===== src/rtl/apb_host_pkg.sv =====
// ---------------------------------------------------------------------------
// apb_host_pkg
// Shared definitions for the DES accelerator APB host and its slave:
// the 3-bit command opcode, the host FSM state encoding, the slave register
// addresses, and helpers that classify opcodes.
// ---------------------------------------------------------------------------
package apb_host_pkg;

  typedef enum logic [2:0] {
    OP_ENC     = 3'd0,
    OP_DEC     = 3'd1,
    OP_KEY     = 3'd2,
    OP_RST     = 3'd3,
    OP_READ    = 3'd4,
    OP_CHK_IN  = 3'd5,
    OP_CHK_OUT = 3'd6,
    OP_RSVD    = 3'd7
  } op_e;

  typedef enum logic [1:0] {
    ST_IDLE   = 2'd0,
    ST_SETUP  = 2'd1,
    ST_ACCESS = 2'd2,
    ST_RESP   = 2'd3
  } state_e;

  // Slave register map; the opcode doubles as the register address.
  localparam logic [2:0] REG_ENC     = 3'd0;
  localparam logic [2:0] REG_DEC     = 3'd1;
  localparam logic [2:0] REG_KEY     = 3'd2;
  localparam logic [2:0] REG_RST     = 3'd3;
  localparam logic [2:0] REG_READ    = 3'd4;
  localparam logic [2:0] REG_CHK_IN  = 3'd5;
  localparam logic [2:0] REG_CHK_OUT = 3'd6;

  // Opcodes 0-3 are writes, 4-6 are reads.
  function automatic logic op_is_write(input logic [2:0] op);
    return (op[2] == 1'b0);
  endfunction

  // Reserved opcode is never legal; once a key sequence has started only
  // KEY writes are allowed until the fourth one completes.
  function automatic logic op_is_legal(input logic [2:0] op, input logic [1:0] key_phase);
    return (op != OP_RSVD) && ((key_phase == 2'd0) || (op == OP_KEY));
  endfunction

endpackage


===== src/rtl/apb_des_host.sv =====
// ---------------------------------------------------------------------------
// apb_des_host
// Turns single commands into APB transfers to the DES accelerator slave and
// returns one response per command. Illegal commands (reserved opcode, or a
// non-KEY op in the middle of a key sequence) are answered with an error
// without touching the bus.
//
// Optional feature: define APB_HOST_TIMEOUT_EN to abandon a transfer after
// TIMEOUT_CYCLES consecutive PREADY-low ACCESS cycles (error response).
//
// Ports
//   clk, n_rst              clock, async active-low reset
//   cmd_valid/cmd_ready     command handshake; cmd_op, cmd_wdata payload
//   rsp_valid/rsp_ready     response handshake; rsp_rdata, rsp_err payload
//   PSEL/PENABLE/PWRITE/PADDR/PWDATA   APB requester outputs
//   PRDATA/PSLVERR/PREADY   APB completer inputs
//   key_phase               KEY writes done in the current 4-write sequence
//   busy                    FSM not idle
//
// state  | meaning
// IDLE   | ready for a command, bus idle
// SETUP  | APB setup phase (PSEL=1, PENABLE=0)
// ACCESS | APB access phase, waiting for PREADY
// RESP   | response held until rsp_ready
// ---------------------------------------------------------------------------
module apb_des_host
  import apb_host_pkg::*;
#(
  parameter int unsigned TIMEOUT_CYCLES = 16
) (
  input  logic        clk,
  input  logic        n_rst,
  input  logic        cmd_valid,
  output logic        cmd_ready,
  input  logic [2:0]  cmd_op,
  input  logic [31:0] cmd_wdata,
  output logic        rsp_valid,
  input  logic        rsp_ready,
  output logic [31:0] rsp_rdata,
  output logic        rsp_err,
  output logic        PSEL,
  output logic        PENABLE,
  output logic        PWRITE,
  output logic [2:0]  PADDR,
  output logic [31:0] PWDATA,
  input  logic [31:0] PRDATA,
  input  logic        PSLVERR,
  input  logic        PREADY,
  output logic [1:0]  key_phase,
  output logic        busy
);

  state_e      state_q;
  logic        psel_q;
  logic        penable_q;
  logic        pwrite_q;
  logic [2:0]  paddr_q;
  logic [31:0] pwdata_q;
  logic [31:0] rsp_rdata_q;
  logic        rsp_err_q;
  logic [1:0]  key_phase_q;

`ifdef APB_HOST_TIMEOUT_EN
  localparam int unsigned TMO_W = (TIMEOUT_CYCLES > 1) ? $clog2(TIMEOUT_CYCLES) : 1;
  localparam logic [TMO_W-1:0] TMO_LAST = TMO_W'(TIMEOUT_CYCLES - 1);
  logic [TMO_W-1:0] tmo_cnt_q;
`endif

  always_ff @(posedge clk or negedge n_rst) begin
    if (!n_rst) begin
      state_q     <= ST_IDLE;
      psel_q      <= 1'b0;
      penable_q   <= 1'b0;
      pwrite_q    <= 1'b0;
      paddr_q     <= '0;
      pwdata_q    <= '0;
      rsp_rdata_q <= '0;
      rsp_err_q   <= 1'b0;
      key_phase_q <= '0;
`ifdef APB_HOST_TIMEOUT_EN
      tmo_cnt_q   <= '0;
`endif
    end else begin
      case (state_q)
        ST_IDLE: begin
          if (cmd_valid) begin
            if (op_is_legal(cmd_op, key_phase_q)) begin
              state_q  <= ST_SETUP;
              psel_q   <= 1'b1;
              pwrite_q <= op_is_write(cmd_op);
              paddr_q  <= cmd_op;
              pwdata_q <= op_is_write(cmd_op) ? cmd_wdata : 32'd0;
            end else begin
              state_q     <= ST_RESP;
              rsp_rdata_q <= '0;
              rsp_err_q   <= 1'b1;
            end
          end
        end

        ST_SETUP: begin
          state_q   <= ST_ACCESS;
          penable_q <= 1'b1;
`ifdef APB_HOST_TIMEOUT_EN
          tmo_cnt_q <= '0;
`endif
        end

        ST_ACCESS: begin
          if (PREADY) begin
            rsp_rdata_q <= pwrite_q ? 32'd0 : PRDATA;
            rsp_err_q   <= PSLVERR;
            // A slave error still counts as a completed key write.
            if (paddr_q == REG_KEY) key_phase_q <= key_phase_q + 2'd1;
            state_q   <= ST_RESP;
            psel_q    <= 1'b0;
            penable_q <= 1'b0;
            pwrite_q  <= 1'b0;
            paddr_q   <= '0;
            pwdata_q  <= '0;
          end
`ifdef APB_HOST_TIMEOUT_EN
          else if (tmo_cnt_q == TMO_LAST) begin
            // Abandoned transfer: error response, key sequence not advanced.
            rsp_rdata_q <= '0;
            rsp_err_q   <= 1'b1;
            state_q     <= ST_RESP;
            psel_q      <= 1'b0;
            penable_q   <= 1'b0;
            pwrite_q    <= 1'b0;
            paddr_q     <= '0;
            pwdata_q    <= '0;
          end else begin
            tmo_cnt_q <= tmo_cnt_q + 1'b1;
          end
`endif
        end

        ST_RESP: begin
          if (rsp_ready) state_q <= ST_IDLE;
        end

        default: state_q <= ST_IDLE;
      endcase
    end
  end

  assign cmd_ready = (state_q == ST_IDLE);
  assign busy      = (state_q != ST_IDLE);
  assign rsp_valid = (state_q == ST_RESP);
  assign rsp_rdata = rsp_rdata_q;
  assign rsp_err   = rsp_err_q;
  assign PSEL      = psel_q;
  assign PENABLE   = penable_q;
  assign PWRITE    = pwrite_q;
  assign PADDR     = paddr_q;
  assign PWDATA    = pwdata_q;
  assign key_phase = key_phase_q;

endmodule


===== config.mk =====
export PLATFORM = sky130hd
export DESIGN_NAME = apb_des_host
export DESIGN_NICKNAME = d
export VERILOG_FILES = /design/src/rtl/apb_host_pkg.sv /design/src/rtl/apb_des_host.sv
export SDC_FILE = /design/constraint.sdc
export NUM_CORES = 1
export LEC_CHECK = 0
export ABC_CLOCK_PERIOD_IN_PS = 6600
export BUFFER_PORTS_ARGS = -buffer_cell sky130_fd_sc_hd__buf_4
export CAP_MARGIN = 20
export CORE_ASPECT_RATIO = 0.8
export CORE_MARGIN = 4
export CORE_UTILIZATION = 45
export CTS_BUF_LIST = sky130_fd_sc_hd__clkbuf_8
export CTS_CLUSTER_DIAMETER = 200
export DETAILED_ROUTE_END_ITERATION = 16
export MAX_ROUTING_LAYER = met4
export PLACE_DENSITY = 0.75
export SYNTH_ARGS = -nofsm -noshare
export SYNTH_HDL_FRONTEND = slang
export SYNTH_SLANG_ARGS = --single-unit

===== constraint.sdc =====
create_clock -name clk -period 6.6 [get_ports clk]
set_clock_uncertainty 0.2 [all_clocks]
set_input_delay 0.66 -clock clk [delete_from_list [all_inputs] [get_ports clk]]
set_output_delay 0.66 -clock clk [all_outputs]
set_load 0.03 [all_outputs]

==> flow_summary_export.csv <==
group,metric,value,unit
routing,num_vias,2711,
floorplan,die_w,101.2,um
clock_tree,clkSinkCount,75,
pwr,clockPowerShare,0.154,
clock_tree,clk_path_buf_depth,2,
timing,setup_viol,0,
clock_tree,root_buffer,"clkbuf_8",
logic_synthesis,synth_compound_area_frac,0.2420,
routing,routed_wirelength,8547,um
critical_path,endpoint_kind,"flip-flop",
clock_tree,cts_made_buffers,9,
timing,hold_violations,0,
critical_path,ff2ff_setup_slack,4.00,ns
logic_synthesis,synth_area_per_cell,11.21,um2
logic_synthesis,synth_area,0.003128,mm2
clock_tree,clk_pin_slew,0.08,ns
clock_tree,cts_resized,0,
floorplan,core,0.006571,mm2
critical_path,crit_path_max_incr_delay,0.47,ns
min_path,hp-class,"primary input to asynchronous set/reset pin",
timing,relSlewSlack,0.3717,
timing,grt_setup_unrepaired,"false",
critical_path,cp-start-kind,"flip-flop",
logic_synthesis,ys_warn_count,0,
critical_path,arrival,2.68,ns
timing,finalHoldWorstSlack,0.2463,ns
floorplan,die_height,82.57,um
global_route,grt_pass1_vias,2481,
logic_synthesis,synth_area_leader_cell,"dfrtp_1",
routing,wl_per_cell,16.79,um
timing,drv_slew,0,
pwr,p_comb_frac,0.527,
logic_synthesis,yosys.area_share.adder,0.02400,
place,gp_routability_congestion,0.7914,
critical_path,cp_top_family,"buffers and inverters",
floorplan,initial_core_util,0.4760,
timing,clock.fmax,384.2,MHz
clock_tree,clk_latency,0.34,ns
critical_path,worst-setup-path-type,"flip-flop to flip-flop",
logic_synthesis,synth_edf_count,0,
critical_path,crit_top_cell,"buf_4",
global_route,antenna_found_initial,0,
logic_synthesis,yosys.area_share.simple,0.07760,
logic_synthesis,synth_flop_cell,"dfrtp_1",
logic_synthesis,synth-xor-area-share,0.002800,
timing,tightest_slew,0.9425,ns
critical_path,worst-path-buf-inv,3,
logic_synthesis,synth_fp_nets,358,
pwr,internal-power,0.001194,W
pwr,p_per_area,496.6,mW/mm2
routing,drc,0,
pwr,p_switching,0.001010,W
routing,avgViaCountPerCell,5.326,
timing,fin_crit,2.603,ns
global_route,globalRouteOverflowTotal,0,
logic_synthesis,yosysSeqAreaShare,0.6000,
global_route,grt_max_degree,76,
logic_synthesis,synthTopCellsByArea,"dfrtp_1 (60%), o21ai_0 (10%), a22o_1 (9.0%)",
cells_and_area,diodes,0,
floorplan,pin_count,149,
place,io_buffer_count,148,
flow_run,maxCapViolCount,0,
global_route,grt_pass1_wl,12920,um
logic_synthesis,synth_cell_types,31,
critical_path,worstPathRequired,6.67,ns
logic_synthesis,ys_seq_elements,75,
cells_and_area,drive_above_1_share,0.4235,
cells_and_area,layout.nets,499,
clock_tree,post-cts-setup-buffer-count,0,
status,run_status,"completed",
floorplan,rows,26,
logic_synthesis,synth_top_family_by_area,"compound AO/OA/AOI/OAI gates",
clock_tree,cts_tree,"built",
timing,fin_crit_sh,0.3943,
pwr,ir_worst_vdd,0.2986,mV
clock_tree,cts_hold_buf,0,
critical_path,cp_cell_sequence,"inv_1, ha_1, nand2b_1, o211ai_2, buf_4, or2_1, buf_4, a22o_1",
routing,antenna_left,0,
floorplan,die_area,0.008357,mm2
logic_synthesis,synth_top_area_frac,0.6000,
critical_path,path_max_fanout,39,
pwr,p_leak,2.244,nW
timing,fin_setup_tns,0,ns
clock_tree,htree_num_levels,3,
logic_synthesis,muxShareOfSynthArea,0.003600,
pwr,seqPwrFrac,0.319,
global_route,globalRouteTotalUtil,0.2053,
routing,dr.pass1.iters,4,
cells_and_area,syn_to_final_growth,41.92,%
place,dp_hpwl,5964,um
logic_synthesis,ys_async_sr_fraction,1.000,
routing,dr.first_iter.drc_count,124,
pwr,p_sw_frac,0.4583,
critical_path,slowest_stage,"ha_1",
logic_synthesis,postSynthCellCount,279,
-- registers in the layout, summed over array words and instances (netlist names) --
name / count
rsp_err: 1
PWDATA: 32
rsp_rdata: 32
PENABLE: 1
PSEL: 1
key_phase: 2
PADDR: 3
state_q: 2
PWRITE: 1
-- metal layers --
layer | vias to the layer above | part of all wire | GRT usage
met2 | 121 | 0.47 | 0.3003
li1 | 1277 | - | -
met4 | 0 | 0.0026 | 0.03586
met5 | - | 0 | -
met3 | 2 | 0.086 | 0.07137
met1 | 1311 | 0.44 | 0.2823
-- kinds of logic (layout without fill, tap and decap cells) --
group	Yosys count	in the layout
muxes	1	1
AOI/OAI and AO/OA	117	117
buffers and inverters	29	175
xor gates and xnor gates	1	1
DFF	75	75
adders and majority gates	6	6
and+or+nand+nor	50	50
-- Yosys cell counts (5+ instances only) --
cell,instances
buf_6,5
clkbuf_1,9
a22o_1,32
ha_1,6
o21ai_1,11
inv_1,5
nand2_1,35
dfrtp_1,75
nand2b_1,5
o21ai_0,65
buf_2,8
-- path summary, 6_finish.rpt --
path                            endpoint  depth (start not counted)       start
hold reg to reg               PWDATA[15]                          1  PWDATA[15]
setup reg to reg              PWDATA[10]                          8  state_q[0]
setup / recovery              PWDATA[10]                          8  state_q[0]
min in group clk              PWDATA[15]                          1  PWDATA[15]
max in group asynchronous  rsp_rdata[21]                          1       n_rst
hold / removal                PWDATA[15]                          1       n_rst
-- worst reg2reg max path, stage by stage, from the launching register on --
cell and delay (ns):
dfrtp_1 0.40, inv_1 0.13, ha_1 0.47, nand2b_1 0.16, o211ai_2 0.08, buf_4 0.34
or2_1 0.16, buf_4 0.36, a22o_1 0.23
-- through the flow --
stage	util	setup WS (ns)	total power (W)	instances	instance area [um2]
2_1_floorplan	-	4.313	0.001500	279	3128
3_3_place_gp	0.6462	4.124	0.001852	493	4247
3_5_place_dp	0.6462	3.989	0.001879	493	4247
4_1_cts	0.6756	3.996	0.002225	509	4439
5_1_grt	0.6756	3.742	0.002342	509	4439
6_report	0.6756	3.997	0.002204	509	4439
-- power by group through the flow --
stage                     combinational (W)  clock (W)  sequential, W
after floorplan                    0.000515          0       0.000986
after global placement              0.00115          0       0.000707
after detailed placement            0.00117          0       0.000710
after CTS                           0.00117   0.000350       0.000703
after global routing                0.00125   0.000372       0.000722
final                               0.00116   0.000339       0.000703
-- placed cells by master, fill, tap and decap left out, types with 2 or more instances in the layout --
master and instances:
buf_4 152, dfrtp_1 75, o21ai_0 65, nand2_1 35
a22o_1 32, o21ai_1 11, clkbuf_8 9, ha_1 6
inv_1 5, nand2b_1 5, clkinv_2 3, inv_2 2
nor2b_2 2, nor2_1 2, clkinvlp_4 2
-- area by class of cell --
| type | count | area, um2 |
|---|---|---|
| fillers | 514 | 2132 |
| flip-flops and latches | 75 | 1877 |
| repair buffers | 152 | 1141 |
| multi-input cells | 175 | 1097 |
| clock buffers | 9 | 123.9 |
| well taps | 84 | 105.1 |
| clock inverters | 7 | 68.82 |
| inverters | 7 | 26.28 |
Note: power is estimated with default switching activity, not from simulation.
